File: config.mk
export PLATFORM = sky130hd
export DESIGN_NAME = simd_proc_param
export DESIGN_NICKNAME = d
export VERILOG_FILES = /design/src/rtl/simd_proc_param.sv
export SDC_FILE = /design/constraint.sdc
export NUM_CORES = 2
export LEC_CHECK = 0
export ABC_AREA = 1
export CORE_MARGIN = 2
export CORE_UTILIZATION = 65
export CTS_CLUSTER_SIZE = 10
export DETAILED_ROUTE_END_ITERATION = 10
export GPL_ROUTABILITY_DRIVEN = 0
export PLACE_DENSITY = 0.83
export SLEW_MARGIN = 0
export SYNTH_ARGS = -nofsm -noshare
export SYNTH_HDL_FRONTEND = slang
export SYNTH_SLANG_ARGS = --single-unit
export TNS_END_PERCENT = 30
File: constraint.sdc
create_clock -name i_clk -period 15.8 [get_ports i_clk]
set_input_delay 3.16 -clock i_clk [delete_from_list [all_inputs] [get_ports i_clk]]
set_output_delay 3.16 -clock i_clk [all_outputs]
set_load 0.02 [all_outputs]
File: src/rtl/simd_proc_param.sv
// LANES-wide SIMD processing element: takes a LD/LD/INFO/STORE setup from the issuer,
// then streams operand beats from shared memory through a per-lane ALU and writes results back.
module simd_proc_param #(
  parameter  int LANES  = 5,
  parameter  int ELEM_W = 16,
  parameter  int ADDR_W = 16,
  parameter  int CNT_W  = 16,
  parameter  int PAY_W  = 32,
  localparam int SZ_W   = $clog2(LANES + 1)
) (
  input  logic                    i_clk,
  input  logic                    i_rst,
  input  logic                    i_en,
  input  logic                    i_valid,
  input  logic [1:0]              i_instr_op,
  input  logic [PAY_W-1:0]        i_payload,
  input  logic                    i_grant_rd,
  input  logic                    i_grant_wr,
  input  logic [LANES*ELEM_W-1:0] i_data,
  output logic [ADDR_W-1:0]       o_addr,
  output logic                    o_req_rd,
  output logic                    o_req_wr,
  output logic                    o_wr_en,
  output logic [SZ_W-1:0]         o_wr_size,
  output logic [LANES*ELEM_W-1:0] o_data,
  output logic                    o_busy,
  output logic                    o_finish,
  output logic                    o_err
);

  localparam logic [1:0] OP_LD    = 2'd0;
  localparam logic [1:0] OP_INFO  = 2'd1;
  localparam logic [1:0] OP_STORE = 2'd2;
  localparam logic [1:0] OP_NOP   = 2'd3;

  localparam logic signed [2*ELEM_W-1:0] SMAX = {{(ELEM_W+1){1'b0}}, {(ELEM_W-1){1'b1}}};
  localparam logic signed [2*ELEM_W-1:0] SMIN = {{(ELEM_W+1){1'b1}}, {(ELEM_W-1){1'b0}}};

  typedef enum logic [3:0] {
    S_IDLE, S_LD0, S_LD1, S_INFO, S_STORE, S_FETCH0, S_FETCH1, S_WRITE, S_DONE
  } state_t;

  state_t state_q, state_d;

  logic [ADDR_W-1:0]       addr0_q, addr1_q, wr_addr_q;
  logic [CNT_W-1:0]        count_q;
  logic [1:0]              op_q;
  logic                    sat_q;
  logic [LANES*ELEM_W-1:0] reg0_q, reg1_q;
  logic                    err_q;

  logic                    setup, accept, bad, last_beat;
  logic [1:0]              exp_op;
  logic [SZ_W-1:0]         wr_size_c;
  logic [LANES*ELEM_W-1:0] alu_data;

  logic unused_pay;
  assign unused_pay = ^i_payload;

  // Setup decode: NOP is silently ignored, any other mismatch (or INFO op=3) flags an error
  always_comb begin
    setup  = 1'b0;
    exp_op = OP_NOP;
    case (state_q)
      S_LD0, S_LD1: begin setup = 1'b1; exp_op = OP_LD;    end
      S_INFO:       begin setup = 1'b1; exp_op = OP_INFO;  end
      S_STORE:      begin setup = 1'b1; exp_op = OP_STORE; end
      default:      ;
    endcase
    accept = setup && i_valid && (i_instr_op == exp_op) &&
             !((state_q == S_INFO) && (i_payload[1:0] == 2'd3));
    bad    = setup && i_valid && (i_instr_op != OP_NOP) && !accept;
  end

  assign last_beat = (count_q <= CNT_W'(LANES));
  assign wr_size_c = last_beat ? SZ_W'(count_q) : SZ_W'(LANES);

  always_ff @(posedge i_clk) begin
    if (i_rst) state_q <= S_IDLE;
    else       state_q <= state_d;
  end

  always_comb begin
    state_d = state_q;
    case (state_q)
      S_IDLE:   if (i_en)       state_d = S_LD0;
      S_LD0:    if (accept)     state_d = S_LD1;
      S_LD1:    if (accept)     state_d = S_INFO;
      S_INFO:   if (accept)     state_d = S_STORE;
      S_STORE:  if (accept)     state_d = (count_q == '0) ? S_DONE : S_FETCH0;
      S_FETCH0: if (i_grant_rd) state_d = S_FETCH1;
      S_FETCH1: if (i_grant_rd) state_d = S_WRITE;
      S_WRITE:  if (i_grant_wr) state_d = last_beat ? S_DONE : S_FETCH0;
      S_DONE:   if (i_valid)    state_d = S_IDLE;
      default:                  state_d = S_IDLE;
    endcase
  end

  always_ff @(posedge i_clk) begin
    if (i_rst) begin
      addr0_q   <= '0;
      addr1_q   <= '0;
      wr_addr_q <= '0;
      count_q   <= '0;
      op_q      <= '0;
      sat_q     <= 1'b0;
      reg0_q    <= '0;
      reg1_q    <= '0;
      err_q     <= 1'b0;
    end else begin
      err_q <= bad;
      if (accept) begin
        case (state_q)
          S_LD0:   addr0_q   <= i_payload[ADDR_W-1:0];
          S_LD1:   addr1_q   <= i_payload[ADDR_W-1:0];
          S_STORE: wr_addr_q <= i_payload[ADDR_W-1:0];
          S_INFO: begin
            count_q <= i_payload[CNT_W+2:3];
            sat_q   <= i_payload[2];
            op_q    <= i_payload[1:0];
          end
          default: ;
        endcase
      end
      if (state_q == S_FETCH0 && i_grant_rd) reg0_q <= i_data;
      if (state_q == S_FETCH1 && i_grant_rd) reg1_q <= i_data;
      if (state_q == S_WRITE && i_grant_wr) begin
        addr0_q   <= addr0_q   + ADDR_W'(LANES);
        addr1_q   <= addr1_q   + ADDR_W'(LANES);
        wr_addr_q <= wr_addr_q + ADDR_W'(LANES);
        if (!last_beat) count_q <= count_q - CNT_W'(LANES);
      end
    end
  end

  // Operands are sign-extended to 2*ELEM_W so add/sub/mul are exact before clamping
  always_comb begin
    logic [ELEM_W-1:0]          la, lb;
    logic signed [2*ELEM_W-1:0] aw, bw, wide;
    alu_data = '0;
    la       = '0;
    lb       = '0;
    aw       = '0;
    bw       = '0;
    wide     = '0;
    for (int unsigned i = 0; i < LANES; i++) begin
      la = reg0_q[(LANES-1-i)*ELEM_W +: ELEM_W];
      lb = reg1_q[(LANES-1-i)*ELEM_W +: ELEM_W];
      aw = {{ELEM_W{la[ELEM_W-1]}}, la};
      bw = {{ELEM_W{lb[ELEM_W-1]}}, lb};
      case (op_q)
        2'd0:    wide = aw + bw;
        2'd1:    wide = aw - bw;
        2'd2:    wide = aw * bw;
        default: wide = '0;
      endcase
      if (sat_q) begin
        if (wide > SMAX)      wide = SMAX;
        else if (wide < SMIN) wide = SMIN;
      end
      if (SZ_W'(i) < wr_size_c)
        alu_data[(LANES-1-i)*ELEM_W +: ELEM_W] = wide[ELEM_W-1:0];
    end
  end

  always_comb begin
    o_addr    = '0;
    o_req_rd  = 1'b0;
    o_req_wr  = 1'b0;
    o_wr_en   = 1'b0;
    o_wr_size = '0;
    o_data    = '0;
    o_finish  = 1'b0;
    o_busy    = (state_q != S_IDLE);
    o_err     = err_q;
    case (state_q)
      S_FETCH0: begin o_req_rd = 1'b1; o_addr = addr0_q; end
      S_FETCH1: begin o_req_rd = 1'b1; o_addr = addr1_q; end
      S_WRITE: begin
        o_req_wr  = 1'b1;
        o_addr    = wr_addr_q;
        o_wr_en   = i_grant_wr;
        o_wr_size = wr_size_c;
        o_data    = alu_data;
      end
      S_DONE:   o_finish = 1'b1;
      default:  ;
    endcase
  end

endmodule

; Yosys cells after proc, flatten, opt, wreduce, memory -nomap -nowiden
; Index checks and enable logic that the tools add are counted.
[op_classes]
n_lt_le_gt_ge = 16
n_reduce_logical = 27
eq_ne = 22
mul = 5
addsub = 14
mux = 60
[op_table]
columns = cell, count
row1 = two-way mux 16 bit, 33
row2 = one-hot mux 32 bit (3 select lines), 5
row3 = "greater-than comparator 32 x 16 -> 1 bit, second input constant", 5
row4 = "less-than comparator 32 x 16 -> 1 bit, second input constant", 5
row5 = multiplier 16 x 16 -> 32 bit, 5
row6 = adder 16 x 16 -> 17 bit, 5
row7 = subtractor 16 x 16 -> 17 bit, 5
row8 = two-way mux 80 bit, 1
row9 = "adder 16 x 3 -> 16 bit, second input constant", 3
row10 = one-hot mux 16 bit (3 select lines), 1
row11 = two-way mux 4 bit, 11
row12 = one-hot mux 4 bit (9 select lines), 1
row13 = "!= test 2 bit, second input constant", 10
row14 = "equality test 4 x 3 -> 1 bit, second input constant", 4
row15 = "less-or-equal comparator 16 x 3 -> 1 bit, second input constant", 1
row16 = zero test 16 bit, 1
row17 = "subtractor 16 x 3 -> 16 bit, second input constant", 1
row18 = logical AND 1 bit, 9
row19 = AND reduction 9 bit, 1
row20 = "equality test 4 x 2 -> 1 bit, second input constant", 2
row21 = AND reduction 2 bit, 4
row22 = nonzero test 2 bit, 4
row23 = "less-than comparator 1 x 3 -> 1 bit, first input constant", 2
row24 = "less-than comparator 2 x 3 -> 1 bit, first input constant", 2
row25 = other kinds (15), 23
[word_totals]
word_cells = 154
output_inout_bits = 105
register_bits = 232
in_bits = 120

; Longest topological paths before layout
[depth]
word_depth = 9
mapped_depth = 36
mapped_depth_nobuf = 33

; Worst setup path after synthesis
; No wires, ideal clock.
[synth_path]
path_type = register to output
startpoint = register reg0_q[79]
endpoint = output port o_data[73]
stages_incl_launch_ff = 29
arrival_ps = 6479
setup_slack_ps = 6161
t_required_ps = 12640
path_buffers = 3
cell_sequence = dfxtp_1 clkbuf_1 clkbuf_1 nand2_1 fa_1 inv_1 fa_1 fa_1 fa_1 fa_1 inv_1 fa_1 inv_1 ha_1 nand2_1 nor2_1 inv_1 nor3_1 nand3_1 nand3b_1 nand3_1 nand2_1 nand2_1 nor2_1 nand3_1 nand2_2 buf_6 nand2_1 a21oi_1
[synth_between]
elab_chain_cells = 8
elab_cells_between_ends = 11
cone_classes = 2 x add/sub / 1 x mul / 2 x order compare / 6 x mux
[synth_lines]
columns = item, line
row1 = start: declaration, 49  ; logic [LANES*ELEM_W-1:0] reg0_q, reg1_q;
row2 = start signal: assignment, 125  ; if (state_q == S_FETCH0 && i_grant_rd) reg0_q <= i_data;
row3 = multiplier 16 x 16 -> 32 bit (tied with other cells), 154  ; 2'd2: wide = aw * bw;
row4 = one-hot mux 32 bit (3 select lines) *, 151  ; case (op_q)
row5 = less-than comparator 32 x 16 -> 1 bit, 159  ; else if (wide < SMIN) wide = SMIN;
row6 = two-way mux 16 bit, 159
row7 = two-way mux 16 bit *, 158  ; if (wide > SMAX) wide = SMAX;
row8 = two-way mux 16 bit *, 157  ; if (sat_q) begin
row9 = two-way mux 16 bit *, 161  ; if (SZ_W'(i) < wr_size_c)
row10 = two-way mux 80 bit *, 176  ; case (state_q)
row11 = end: declaration, 25  ; output logic [LANES*ELEM_W-1:0] o_data,
; Every way passes the cells marked *; elsewhere a longest branch is shown, timed or not.

; Worst setup path after layout
[layout_path]
startpoint = register reg0_q[47]
endpoint = output port o_data[33]
; The elaborated chain is that of the path after synthesis.

==> results.py <==
metrics = {
    "run_status": {
        "status": "complete, no violations",
    },
    "clock_tree": {
        "cts_tree": "done",
        "cts_inserted_buffers": 35,
        "h-tree-depth": 2,
        "cts_buffer_depth": 3,
        "post-cts-setup-buffer-count": 0,
        "cts_root_buffer": "clkbuf_16",
        "ctsResizeCount": 0,
        "clock_latency_ps": 600,
        "clk_pin_slew_worst_paths_ps": 60,
        "cts.sinks": 232,
        "cts_hold_buf": 0,
    },
    "timing": {
        "setup_slack_ps": 3648,
        "fin_skew_ps": 23.10,
        "whs_ps": 470.2,
        "setup-violations-final": 0,
        "period_share": 0.7691,
        "max-slew-margin-rel": 0.1417,
        "worst_slew_pin_slew_ps": 1279,
        "rsz0062_at_grt": "false",
        "fmax_ghz": 0.08229,
        "hold_viol": 0,
        "maxSlewViolCount": 0,
        "setup_tns_ps": 0,
        "fin_crit_ps": 12150,
    },
    "worst_setup_path": {
        "rr_startpoint": "state_q[2]$_SDFFE_PP0P_",
        "startpoint_type": "flop",
        "cp.required_ps": 12640,
        "critical_path.max_fanout": 20,
        "crit_start": "reg0_q[47]$_SDFFE_PP0P_",
        "cp-end-kind": "primary output",
        "criticalPathCategory": "flop to primary output",
        "reg2reg_depth": 9,
        "arrival_ps": 8990,
    },
    "die": {
        "io_pins": 225,
        "die_w_um": 342.8,
        "dieHeight_um": 342.8,
        "core_mm2": 0.1140,
        "start_util": 0.6543,
        "fp.dieArea_mm2": 0.1175,
        "num_rows": 124,
    },
    "synth": {
        "netlist_instances": 10760,
        "syn_area_mm2": 0.07461,
        "synthesis.nets": 12780,
        "synth_ff_type": "dfxtp_1",
        "synth_cell_types": 58,
        "synth_edf_count": 0,
        "async_reset_ff_frac": 0,
        "ys_ff_latch": 232,
        "synth_seq_area_share": 0.06225,
        "yosysWarnings": 0,
        "syn_avg_cell_area_um2": 6.936,
    },
    "grt": {
        "grt_max_degree": 101,
        "grt_pass1_wl_mm": 369.6,
        "grt_antenna_before_repair": 7,
        "grtUsageTotal": 0.3976,
        "grt.overflow.total": 0,
        "grt_pass1_vias": 71910,
    },
    "routing": {
        "dr.first_iter.drc_count": 7342,
        "final_antenna_net_count": 0,
        "wl_per_cell_um": 18.94,
        "viasPerCell": 5.790,
        "num_vias": 70200,
        "wirelength_mm": 229.6,
        "first_pass_iters": 7,
        "drc": 0,
    },
    "power_and_ir_drop": {
        "seq_power_share": 0.355,
        "ir_drop_v": 0.00007123,
        "switchingPower_mw": 0.5648,
        "power.density_mw_per_mm2": 22.30,
        "p_leak_nw": 45.27,
        "p_sw_frac": 0.3236,
        "internal-power_mw": 1.180,
        "power_mw": 1.745,
        "pwr-share-clk": 0.490,
        "comb_power_share": 0.154,
    },
    "hold_path": {
        "hp-start": "reg0_q[75]$_SDFFE_PP0P_",
        "min_path_type": "flop to flop",
        "hold_depth": 2,
    },
    "flow_run": {
        "drv_cap": 0,
    },
    "placed_design": {
        "dp_hpwl_mm": 182.2,
        "dp_slack_ps": 4482,
        "portBuffers": 211,
    },
    "final_layout": {
        "finalNetCount": 12610,
        "area_delta_synth_final_pct": 4.875,
        "drive_above_1_share": 0.02215,
    },
}
-- layout make-up --
| type | instances | area, um2 |
|---|---|---|
| flip-flops and latches | 232 | 4644 |
| repair buffers | 267 | 2531 |
| clock buffers | 41 | 908.4 |
| clock inverters | 17 | 256.5 |
| fillers | 9458 | 35790 |
| well taps | 1512 | 1892 |
| diodes | 1 | 2.502 |
| inverters | 2776 | 10430 |
| multi-input cells | 7278 | 57580 |
-- Yosys cell counts, drive strengths merged (49+ instances only) --
| cell type | count | area share |
|---|---|---|
| nor2 | 512 | 0.026 |
| dfxtp | 232 | 0.062 |
| inv | 2774 | 0.14 |
| nand4 | 72 | 0.0060 |
| nor3 | 54 | 0.0038 |
| ha | 581 | 0.097 |
| o21ai | 434 | 0.030 |
| fa | 1320 | 0.35 |
| nand2 | 2812 | 0.14 |
| a31oi | 49 | 0.0041 |
| a21oi | 673 | 0.046 |
| clkbuf | 405 | 0.021 |
| buf | 66 | 0.0061 |
| nand3 | 514 | 0.035 |
-- placed cells by master (no fill, tap or decap), drive strengths merged, types with 209 or more instances in the layout --
cell type,Yosys,layout
nand2,2812,2812
inv,2774,2777
fa,1320,1320
a21oi,673,673
ha,581,581
nand3,514,514
nor2,512,512
o21ai,434,434
dfxtp,232,232
clkdlybuf4s50,0,209
-- kinds of logic (layout without fill, tap and decap cells) --
logic type                 count (synthesis)  count (layout)  share of synthesized area
AOI/OAI and AO/OA                       1276            1276                    0.09250
xor gates and xnor gates                  74              74                   0.008687
adders and majority gates               1901            1901                     0.4516
buffers and inverters                   3247            3101                     0.1664
DFF                                      232             232                    0.06225
other                                      0               1                          0
and+or+nand+nor                         4027            4027                     0.2185
-- flip-flops by register name (all words and copies together), names as in the netlist --
register,cells
addr0_q,16
addr1_q,16
count_q,16
o_err,1
op_q,2
reg0_q,80
reg1_q,80
sat_q,1
state_q,4
wr_addr_q,16
-- metrics by stage --
step	utilization	cells	cell area (um2)
2_1_floorplan	-	10760	74610
3_3_place_gp	0.6759	12070	77080
3_5_place_dp	0.6759	12070	77080
4_1_cts	0.6861	12120	78240
5_1_grt	0.6861	12120	78240
6_report	0.6862	12120	78250
-- metal layers --
metal / GRT usage / vias to the layer above / part of all wire
met5: 0 / - / 0.00024
met4: 0.2253 / 10 / 0.066
met3: 0.09796 / 1074 / 0.13
met2: 0.6418 / 4334 / 0.46
met1: 0.4883 / 33240 / 0.35
li1: - / 31540 / -
-- final timing paths --
kind	endpoint	slack, ps
worst max-delay path	o_data[33]	3650
worst min-delay path	reg0_q[75]$_SDFFE_PP0P_	470
worst max register to register	reg0_q[62]$_SDFFE_PP0P_	11720
worst min register to register	reg0_q[75]$_SDFFE_PP0P_	470
-- power groups by stage --
stage,sequential (mW),clock (mW),combinational [mW]
2_1_floorplan,0.614,0,0.167
3_3_place_gp,0.630,0,0.251
3_5_place_dp,0.631,0,0.257
4_1_cts,0.618,0.860,0.259
5_1_grt,0.620,0.881,0.291
6_report,0.620,0.856,0.270
-- worst max-delay path: stages (launching register included) --
cell	delay (ps)
dfxtp_1	950
nand2_1	230
fa_1	590
inv_1	150
fa_1	920
fa_1	540
fa_1	500
fa_1	490
inv_1	50
fa_1	470
inv_1	40
ha_1	400
nand2_1	140
nor2_1	240
nand2_1	150
nor3_1	170
nand2_1	100
nand4_1	80
nand3_1	70
nand2_1	100
nand3_1	80
nor2_1	110
nand3_1	120
nand2_2	280
nand2_1	110
a21oi_1	570
clkdlybuf4s50_1	740
No activity file was read; power rests on OpenSTA's default activity.
